**src/rtl/i2s2_pkg.sv**
```systemverilog
// Shared types and defaults for the I2S receiver slice.
package i2s2_pkg;

  localparam int I2S2_DATA_W = 24;
  localparam int I2S2_SLOT_W = 32;

  // Receiver bit-capture states.
  typedef enum logic [1:0] {
    ST_IDLE  = 2'd0,
    ST_DELAY = 2'd1,
    ST_SHIFT = 2'd2,
    ST_SKIP  = 2'd3
  } rx_state_e;

  // One buffered sample. The receiver packs FIFO entries in this same
  // {right, data} order, with the data field sized by its DATA_W parameter.
  typedef struct packed {
    logic                   right;
    logic [I2S2_DATA_W-1:0] data;
  } pcm_entry_t;

endpackage

```
**src/rtl/i2s2_rx_fifo.sv**
```systemverilog
// Synchronous show-ahead FIFO: rd_data always shows the oldest entry.
// A write while full is accepted only if a read happens in the same cycle.
module i2s2_rx_fifo
  import i2s2_pkg::*;
#(
  parameter int DEPTH = 4,
  parameter int WIDTH = I2S2_DATA_W + 1
) (
  input  logic             clk,
  input  logic             rstn,
  input  logic             wr_en,
  input  logic [WIDTH-1:0] wr_data,
  input  logic             rd_en,
  output logic [WIDTH-1:0] rd_data,
  output logic             full,
  output logic             empty
);

  localparam int AW = (DEPTH > 1) ? $clog2(DEPTH) : 1;
  localparam int CW = AW + 1;
  localparam logic [CW-1:0] FULL_CNT = CW'(DEPTH);

  logic [WIDTH-1:0] mem_q [DEPTH];
  logic [WIDTH-1:0] mem_d [DEPTH];
  logic [AW-1:0]    wr_ptr_q, wr_ptr_d;
  logic [AW-1:0]    rd_ptr_q, rd_ptr_d;
  logic [CW-1:0]    count_q, count_d;
  logic             do_wr, do_rd;

  assign full    = (count_q == FULL_CNT);
  assign empty   = (count_q == '0);
  assign do_rd   = rd_en && !empty;
  assign do_wr   = wr_en && (!full || do_rd);
  assign rd_data = mem_q[rd_ptr_q];

  // Pointer, storage and occupancy updates for accepted writes/reads.
  always_comb begin
    mem_d    = mem_q;
    wr_ptr_d = wr_ptr_q;
    rd_ptr_d = rd_ptr_q;
    count_d  = count_q;
    if (do_wr) begin
      mem_d[wr_ptr_q] = wr_data;
      wr_ptr_d        = wr_ptr_q + 1'b1;
    end
    if (do_rd) begin
      rd_ptr_d = rd_ptr_q + 1'b1;
    end
    case ({do_wr, do_rd})
      2'b10:   count_d = count_q + 1'b1;
      2'b01:   count_d = count_q - 1'b1;
      default: count_d = count_q;
    endcase
  end

  // FIFO state registers; storage is cleared so the head reads 0 after reset.
  always_ff @(posedge clk or negedge rstn) begin
    if (!rstn) begin
      for (int i = 0; i < DEPTH; i++) mem_q[i] <= '0;
      wr_ptr_q <= '0;
      rd_ptr_q <= '0;
      count_q  <= '0;
    end else begin
      mem_q    <= mem_d;
      wr_ptr_q <= wr_ptr_d;
      rd_ptr_q <= rd_ptr_d;
      count_q  <= count_d;
    end
  end

endmodule

```
**src/rtl/i2s2_rx.sv**
```systemverilog
// I2S receiver: synchronizes the serial bus into clk, frames slots on lrclk
// changes, shifts DATA_W bits MSB first after the one-bit I2S delay and
// buffers {channel, word} in a small show-ahead FIFO.
// Handshake: an entry transfers on a clk edge where pcm_valid && pcm_ready;
// pcm_out/pcm_right hold steady while pcm_valid && !pcm_ready.
module i2s2_rx
  import i2s2_pkg::*;
#(
  parameter int DATA_W     = I2S2_DATA_W,
  parameter int SLOT_W     = I2S2_SLOT_W,
  parameter int FIFO_DEPTH = 4
) (
  input  logic              clk,
  input  logic              rstn,
  input  logic              sclk_in,
  input  logic              lrclk_in,
  input  logic              sdin,
  input  logic              enable,
  output logic [DATA_W-1:0] pcm_out,
  output logic              pcm_right,
  output logic              pcm_valid,
  input  logic              pcm_ready,
  output logic              overrun,
  output logic              frame_err,
  input  logic              err_clr
);

  localparam int CW = $clog2(SLOT_W + 1);
  localparam logic [CW-1:0] LAST_BIT = CW'(DATA_W - 1);
  localparam logic [CW-1:0] CNT_MAX  = CW'(SLOT_W);

  // Synchronizer chains, bit 2 = sclk, bit 1 = lrclk, bit 0 = sdin.
  logic [2:0] sync1_q, sync1_d, sync2_q, sync2_d;
  logic       sclk_prev_q, sclk_prev_d;

  rx_state_e         state_q, state_d;
  logic              lr_prev_q, lr_prev_d;
  logic              lr_seen_q, lr_seen_d;
  logic              chan_q, chan_d;
  logic [DATA_W-1:0] shift_q, shift_d;
  logic [CW-1:0]     cnt_q, cnt_d;
  logic              push_q, push_d;
  logic              overrun_q, overrun_d;
  logic              frame_err_q, frame_err_d;

  logic sclk_s, lr_s, sd_s;
  logic sclk_rise, slot_start;
  logic fifo_full, fifo_empty;
  logic frame_err_set, overrun_set;

  assign sclk_s    = sync2_q[2];
  assign lr_s      = sync2_q[1];
  assign sd_s      = sync2_q[0];
  assign sclk_rise = sclk_s && !sclk_prev_q;
  // The first sampled lrclk after reset only primes lr_prev, so a reset
  // landing mid-slot cannot fake a slot start.
  assign slot_start = sclk_rise && lr_seen_q && (lr_s != lr_prev_q);

  // Synchronizer next values.
  always_comb begin
    sync1_d     = {sclk_in, lrclk_in, sdin};
    sync2_d     = sync1_q;
    sclk_prev_d = sync2_q[2];
  end

  // FSM next state; all progress happens on detected sclk rising edges.
  always_comb begin
    state_d = state_q;
    if (!enable) begin
      state_d = ST_IDLE;
    end else if (sclk_rise) begin
      case (state_q)
        ST_IDLE: if (slot_start) state_d = ST_DELAY;
        ST_DELAY, ST_SHIFT: begin
          if (slot_start)              state_d = ST_DELAY;
          else if (cnt_q == LAST_BIT)  state_d = ST_SKIP;
          else                         state_d = ST_SHIFT;
        end
        ST_SKIP: if (slot_start) state_d = ST_DELAY;
        default: state_d = ST_IDLE;
      endcase
    end
  end

  // FSM outputs: channel latch, shift register, bit counter, push strobe, flags.
  always_comb begin
    lr_prev_d     = lr_prev_q;
    lr_seen_d     = lr_seen_q;
    chan_d        = chan_q;
    shift_d       = shift_q;
    cnt_d         = cnt_q;
    push_d        = 1'b0;
    frame_err_set = 1'b0;
    if (sclk_rise) begin
      lr_prev_d = lr_s;
      lr_seen_d = 1'b1;
    end
    if (!enable) begin
      shift_d = '0;
      cnt_d   = '0;
    end else if (sclk_rise) begin
      if (slot_start) begin
        // The bit under the slot-start edge belongs to the previous slot.
        chan_d  = lr_s;
        shift_d = '0;
        cnt_d   = '0;
        frame_err_set = (state_q == ST_DELAY) || (state_q == ST_SHIFT);
      end else if (state_q == ST_DELAY || state_q == ST_SHIFT) begin
        shift_d = DATA_W'({shift_q, sd_s});
        cnt_d   = cnt_q + 1'b1;
        push_d  = (cnt_q == LAST_BIT);
      end else if (state_q == ST_SKIP && cnt_q != CNT_MAX) begin
        cnt_d = cnt_q + 1'b1;
      end
    end
    // Sticky flags: clear on err_clr, but a same-cycle set event wins.
    overrun_set = push_q && fifo_full && !pcm_ready;
    overrun_d   = overrun_q;
    frame_err_d = frame_err_q;
    if (err_clr) begin
      overrun_d   = 1'b0;
      frame_err_d = 1'b0;
    end
    if (overrun_set)   overrun_d   = 1'b1;
    if (frame_err_set) frame_err_d = 1'b1;
  end

  // FSM state register.
  always_ff @(posedge clk or negedge rstn) begin
    if (!rstn) state_q <= ST_IDLE;
    else       state_q <= state_d;
  end

  // Synchronizers and datapath registers.
  always_ff @(posedge clk or negedge rstn) begin
    if (!rstn) begin
      sync1_q     <= '0;
      sync2_q     <= '0;
      sclk_prev_q <= 1'b0;
      lr_prev_q   <= 1'b0;
      lr_seen_q   <= 1'b0;
      chan_q      <= 1'b0;
      shift_q     <= '0;
      cnt_q       <= '0;
      push_q      <= 1'b0;
      overrun_q   <= 1'b0;
      frame_err_q <= 1'b0;
    end else begin
      sync1_q     <= sync1_d;
      sync2_q     <= sync2_d;
      sclk_prev_q <= sclk_prev_d;
      lr_prev_q   <= lr_prev_d;
      lr_seen_q   <= lr_seen_d;
      chan_q      <= chan_d;
      shift_q     <= shift_d;
      cnt_q       <= cnt_d;
      push_q      <= push_d;
      overrun_q   <= overrun_d;
      frame_err_q <= frame_err_d;
    end
  end

  i2s2_rx_fifo #(
    .DEPTH (FIFO_DEPTH),
    .WIDTH (DATA_W + 1)
  ) u_fifo (
    .clk     (clk),
    .rstn    (rstn),
    .wr_en   (push_q),
    .wr_data ({chan_q, shift_q}),
    .rd_en   (pcm_ready),
    .rd_data ({pcm_right, pcm_out}),
    .full    (fifo_full),
    .empty   (fifo_empty)
  );

  assign pcm_valid = !fifo_empty;
  assign overrun   = overrun_q;
  assign frame_err = frame_err_q;

endmodule

```
**config.mk**
```make
export PLATFORM = sky130hd
export DESIGN_NAME = i2s2_rx
export DESIGN_NICKNAME = d
export VERILOG_FILES = /design/src/rtl/i2s2_pkg.sv /design/src/rtl/i2s2_rx_fifo.sv /design/src/rtl/i2s2_rx.sv
export SDC_FILE = /design/constraint.sdc
export NUM_CORES = 1
export LEC_CHECK = 0
export CAP_MARGIN = 20
export CORE_MARGIN = 5
export CORE_UTILIZATION = 45
export DETAILED_ROUTE_END_ITERATION = 8
export GPL_ROUTABILITY_DRIVEN = 0
export HOLD_SLACK_MARGIN = 0.03
export PLACE_DENSITY = 0.68
export SYNTH_ARGS = -nofsm -noshare
export SYNTH_HDL_FRONTEND = slang
export SYNTH_SLANG_ARGS = --single-unit
```
**constraint.sdc**
```tcl
create_clock -name clk -period 6.1 [get_ports clk]
set_clock_uncertainty 0.1 [all_clocks]
set_input_delay 0.61 -clock clk [delete_from_list [all_inputs] [get_ports clk]]
set_output_delay 0.61 -clock clk [all_outputs]
set_load 0.05 [all_outputs]
```
Word-level counts from Yosys, hierarchy flattened
Cells that the tools add are included.
- input bits: 8
- memory bits (read-only): 0
- bits in writable memories: 0
- memories kept: 0
- latch bits: 0
- register bits: 152
- output and inout port bits: 28
- shift-type cells: 0
- add/subtract/negate cells: 5
- $lt $le $gt $ge: 3
- equality and inequality tests: 13
- div/mod/pow operators: 0
- bitwise operators: 2
- muxes and demuxes: 32
- reduce and logical (&&, ||, !) cells: 26
- multipliers: 0
- operator list (kind ; number):
    $bwmux W100 ; 1
    $mux W24 ; 4
    $mux W25 ; 3
    $bmux W25 S2 ; 1
    $demux W25 S2 ; 1
    $mux W6 ; 5
    $mux W1 ; 11
    $logic_and A1 B1 Y1 ; 9
    $mux W2 ; 4
    $add A6 B1 Y6 const B ; 1
    $eq A2 B2 Y1 const B ; 3
    $eq A6 B5 Y1 const B ; 1
    $ge A3 B3 Y1 const B ; 2
    $ne A6 B6 Y1 const B ; 1
    $not A2 Y3 ; 2
    $pmux W3 S2 ; 1
    $reduce_and A2 Y1 ; 3
    $reduce_bool A2 Y1 ; 3
    $add A2 B1 Y2 const B ; 2
    $eq A2 B1 Y1 const B ; 2
    $logic_not A1 Y1 ; 4
    $ne A4 B1 Y1 const B ; 1
    $pmux W2 S2 ; 1
    $reduce_or A2 Y1 ; 2
    other kinds (12) ; 13

Depth between registers and ports, before layout
- word-level depth: 8
- depth in mapped cells: 10
- mapped depth without buffers: 9

Cells and area by module
Synthesis repeated with hierarchy kept, for this count alone.
- cells, all modules: 419
- area, all modules: 6601.3 um^2
- modules (own cells, without submodules) (module ; times used ; area an instance (um^2) ; cells each):
    i2s2_rx_fifo ; 1 ; 4757.1 ; 280
    i2s2_rx ; 1 ; 1844.3 ; 139

Worst setup path after synthesis
No wires, ideal clock.
- path type: input-to-reg
- start: input pcm_ready
- end: register u_fifo.count_q[2]
- data required time: 5921 ps
- arrival: 2131 ps
- path buffers: 1
- setup slack: 3790 ps
- cell stages on the path: 10
- path through: nor4b_2 nor2b_2 buf_12 inv_1 ha_1 inv_1 fa_1 xor2_1 nor2_1 xor2_1
- cells in the longest elaborated chain, start to end: 5
- elaborated cells on any way between the ends: 7
- those cells by class: eq/ne: 2; mux: 1; reduce/logical: 4
- ends and longest elaborated chain (element ; line ; source):
    start: declaration ; i2s2_rx.sv:22 ; input logic pcm_ready,
    $logic_and A1 B1 Y1 (*) ; i2s2_rx_fifo.sv:32 ; assign do_rd = rd_en && !empty;
    $logic_or A1 B1 Y1 ; i2s2_rx_fifo.sv:33 ; assign do_wr = wr_en && (!full || do_rd);
    $logic_and A1 B1 Y1 ; i2s2_rx_fifo.sv:33 ;
    $eq A2 B1 Y1 / $eq A2 B2 Y1 (equally long branches) ; i2s2_rx_fifo.sv:49 ; case ({do_wr, do_rd})
    $pmux W3 S2 / $reduce_bool A2 Y1 (equally long branches) ; - ;
    end signal: assignment ; i2s2_rx_fifo.sv:67 ; count_q <= count_d;
    end: declaration ; i2s2_rx_fifo.sv:27 ; logic [CW-1:0] count_q, count_d;
Mark *: on every way between the ends. The rest lies on a longest branch, timed or not.
A chain may end at the register's enable or synchronous reset.

Final worst setup path
- start: register u_fifo.rd_ptr_q[0]
- end: output pcm_out[23]
- cells in the longest elaborated chain, start to end: 4
- ends and longest elaborated chain (element ; line ; source):
    start: declaration ; i2s2_rx_fifo.sv:26 ; logic [AW-1:0] rd_ptr_q, rd_ptr_d;
    start signal: assignment ; i2s2_rx_fifo.sv:66 ; rd_ptr_q <= rd_ptr_d;
    $not A2 Y3 (implied by the code) ; i2s2_rx_fifo.sv:34 ; assign rd_data = mem_q[rd_ptr_q];
    $bmux W25 S2 ; i2s2_rx_fifo.sv:34 ;
    $mux W25 (implied by the code) (2 in series) ; i2s2_rx_fifo.sv:34 ;
    end: declaration ; i2s2_rx.sv:19 ; output logic [DATA_W-1:0] pcm_out,
Every way passes these cells. The select of a mux whose other input is x is not followed.

==> parameters.txt <==
Parameter                              Value

Run status
  Run status    completed

Floorplan
  Die outline area    0.0181 sq mm
  Core ar.    roughly 0.015 sq mm
  Die width    about 130 um
  Placement row count    45
  Overall die height    roughly 130 um
  Starting utilization of the core area    between 40 and 50%
  Top-Level Pins    36

Synthesis
  Gate Count Post-Synth    around 420
  Async SR Flop Fraction    between 90% and 100%
  Seq/Total Area, Yosys    54.6%
  Syn_nets    440
  Post-synth cell types    between 40 and 50
  Average cell area after synthesis    16.5 sq um
  Count of flip-flops with a built-in enable after synthesis    0
  Cell types occupying the most area after synthesis    sky130_fd_sc_hd__dfrtp_1 (55%), sky130_fd_sc_hd__mux2_4 (17%), sky130_fd_sc_hd__mux4_2 (8.1%)
  Cell type with the largest total area after synthesis    sky130_fd_sc_hd__dfrtp_1
  Top-area cell type share of the netlist area    54.6%
  Top flip-flop cell by instance count after synthesis    sky130_fd_sc_hd__dfrtp_1
  Cell Area, Synth    between 0.006 and 0.007 sq mm
  Yosys synthesis warning count    0
  Register bit total from synthesis    approximately 150

STA
  Worst-case headroom to the max-slew limit    30.7%
  Max Clock Freq    283 MHz
  Worst slew pin tran    roughly 1000 ps
  WHS    146 ps
  Tcrit/Tclk final    between 50% and 60%
  Final hold vios    0
  Finish-stage setup viols    0
  RSZ-0062 raised after global routing    false
  Minimum setup slack in the final design    2570 ps
  Final critical delay including setup and external delays    3530 ps
  Final slew viol count    0
  Post-route setup TNS    0 ps

GRT
  Total global routing track utilization    14.9%
  Vias in the first global route    3896
  Largest net degree at the start of global routing    84
  Wire length of the first global-routing pass    21.1 mm
  Remaining global-route overflow    0
  Number of antenna violations at the first check in global routing    0

Pwr
  Worst voltage drop across the vdd grid    0.249 mV
  Overall power after layout    2.42 mW
  Total leakage power    3.91 nW
  Power density relative to cell area    304 mW/mm^2

Worst setup path
  Cell chain of the critical path    mux4_2 > clkdlybuf4s50_1
  Cell family with most CP delay    flip-flops
  Data arrival time at the worst-slack endpoint    ~2800 ps
  Start-to-end type of the worst setup path    flop to primary output
  Slowest cell delay on critical path    between 1000 and 1500 ps
  Worst path bufs/invs    1
  Worst-path maximum fanout    27
  Required time of the critical path    between 5000 and 6000 ps
  Worst Setup Start Kind    flop
  Capturing element type of the critical path    primary output
  Worst path slowest cell    sky130_fd_sc_hd__dfrtp_2

CTS
  CTS tree    done
  CTS-repair resized insts    0
  Clock tree sinks    152
  Clock latency on the worst-skew pair    about 400 ps
  Post-CTS setup buffer count    0
  Reg clk slew, reported paths    approximately 60 ps
  Number of buffers added to fix hold violations after cts    0
  Maximum clock insertion buffer count    2
  Number of buffers created by CTS    17
  CTS H-tree lvls    4
  CTS Root Buffer Type    sky130_fd_sc_hd__clkbuf_16

Placed design
  Port Buffers    35
  Dpl cell area    roughly 0.0073 sq mm
  Detailed placer's ending HPWL    7.38 mm
  Pre-CTS setup slack    2960 ps

Cells and area
  Top library cells by usage in the layout, fill and taps aside    sky130_fd_sc_hd__dfrtp_1 (151), sky130_fd_sc_hd__mux2_4 (80), sky130_fd_sc_hd__clkdlybuf4s50_1 (34)
  Relative area change from synthesis to final layout    14.1%
  Design area    0.00795 sq mm
  NumNets Final    475
  Ant diodes    0
  Most common cell after layout, fill and taps aside    sky130_fd_sc_hd__dfrtp_1
  Filler Cells Inserted    1233
  Fraction of final layout cells sized beyond drive strength 1    35.9%

Flow run
  Max-cap check violation count    0

Detailed routing
  Total wirelength of the detailed-routed design    approximately 13 mm
  DRT iter0 DRCs    267
  Remaining routing DRC violations    0
  Wire length per cell    19.1 um
  Number of vias after detailed routing    between 3000 and 4000
  Pre-Repair DR Iteration Count    4
  Average vias per placed instance    5.46
  Antenna-violating nets left    0

Min path
  Type of the worst min-delay path    primary input to async pin
where the power goes:
group          internal (mW)  switching (mW)
clock network          0.697           0.379
logic                  0.112           0.104
registers               1.03          0.0951
cell families after synthesis:
group                    count (synthesis)  synth area share [%]
AND/OR/NAND/NOR                         47                  4.45
XOR/XNOR                                 7                 0.880
adder cells (fa/ha/maj)                  9                  1.72
flip-flops                             152                  54.6
multiplexers                           127                  28.9
buffers and inverters                   35                  4.29
AO/OA/AOI/OAI                           46                  5.21
final cells by class:
class | instances | area, sq um | share of cell area [%]
Inverter | 13 | 48.8 | 0.614
Tap cell | 188 | 235 | 2.96
Multi-Input combinational cell | 236 | 2870 | 36.1
Sequential cell | 152 | 3800 | 47.9
Clock inverter | 7 | 114 | 1.43
Timing Repair Buffer | 38 | 374 | 4.71
Clock buffer | 25 | 505 | 6.36
layer usage:
layer	global-route usage (%)	up-vias	part of all wire (%)
met5	0	-	0
met4	4.07	0	0.86
met3	4.31	7	3.1
met2	23.2	53	48
met1	20.6	1905	48
li1	-	1632	-
state kept, by name, indices dropped and copies added (netlist names):
name	count
lr_seen_q	1
shift_q	24
u_fifo.rd_ptr_q	2
overrun	1
sclk_prev_q	1
frame_err	1
chan_q	1
lr_prev_q	1
state_q	2
push_q	1
sync1_q	3
sync2_q	3
u_fifo.count_q	3
cnt_q	6
u_fifo.mem_q	100
u_fifo.wr_ptr_q	2
Yosys cell counts (3+ instances only):
library cell,number
sky130_fd_sc_hd__a21oi_1,5
sky130_fd_sc_hd__a22o_1,24
sky130_fd_sc_hd__buf_12,9
sky130_fd_sc_hd__buf_2,7
sky130_fd_sc_hd__buf_4,3
sky130_fd_sc_hd__dfrtp_1,152
sky130_fd_sc_hd__ha_1,8
sky130_fd_sc_hd__inv_1,13
sky130_fd_sc_hd__mux2_2,21
sky130_fd_sc_hd__mux2_4,80
sky130_fd_sc_hd__mux4_2,25
sky130_fd_sc_hd__nand2_1,17
sky130_fd_sc_hd__nand2_8,4
sky130_fd_sc_hd__nand4_1,4
sky130_fd_sc_hd__nor2_1,4
sky130_fd_sc_hd__o22ai_1,5
sky130_fd_sc_hd__or3_1,3
sky130_fd_sc_hd__xnor2_1,3
sky130_fd_sc_hd__xor2_1,4
worst register-to-register path, stage by stage, from the launching register on:
cell and delay [ps]:
sky130_fd_sc_hd__dfrtp_1 410, sky130_fd_sc_hd__nor4b_2 190, sky130_fd_sc_hd__nor2b_2 760, sky130_fd_sc_hd__inv_1 110
sky130_fd_sc_hd__ha_1 250, sky130_fd_sc_hd__inv_1 70, sky130_fd_sc_hd__fa_1 170, sky130_fd_sc_hd__xor2_1 140
sky130_fd_sc_hd__nor2_1 60, sky130_fd_sc_hd__xor2_1 150
metrics by stage:
stage,util (%),instances
after floorplan,-,423
after global placement,48.2,627
after detailed placement,48.2,627
after CTS,52.3,659
after global routing,52.3,659
final,52.3,659
path summary, 6_finish.rpt:
check / end / cells after the start / startpoint / slack (ps)
worst max-delay path: pcm_out[23] / 2 / u_fifo.rd_ptr_q[0] / 2570
worst min-delay path: u_fifo.mem_q[56] / 1 / rstn / 150
worst max register to register: u_fifo.count_q[2] / 9 / u_fifo.count_q[2] / 3570
worst min register to register: sync2_q[1] / 0 / sync1_q[1] / 250
max in group asynchronous: u_fifo.mem_q[58] / 2 / rstn / 4380
min in group clk: sync2_q[1] / 0 / sync1_q[1] / 250
Power figures use the tool's default switching activity.
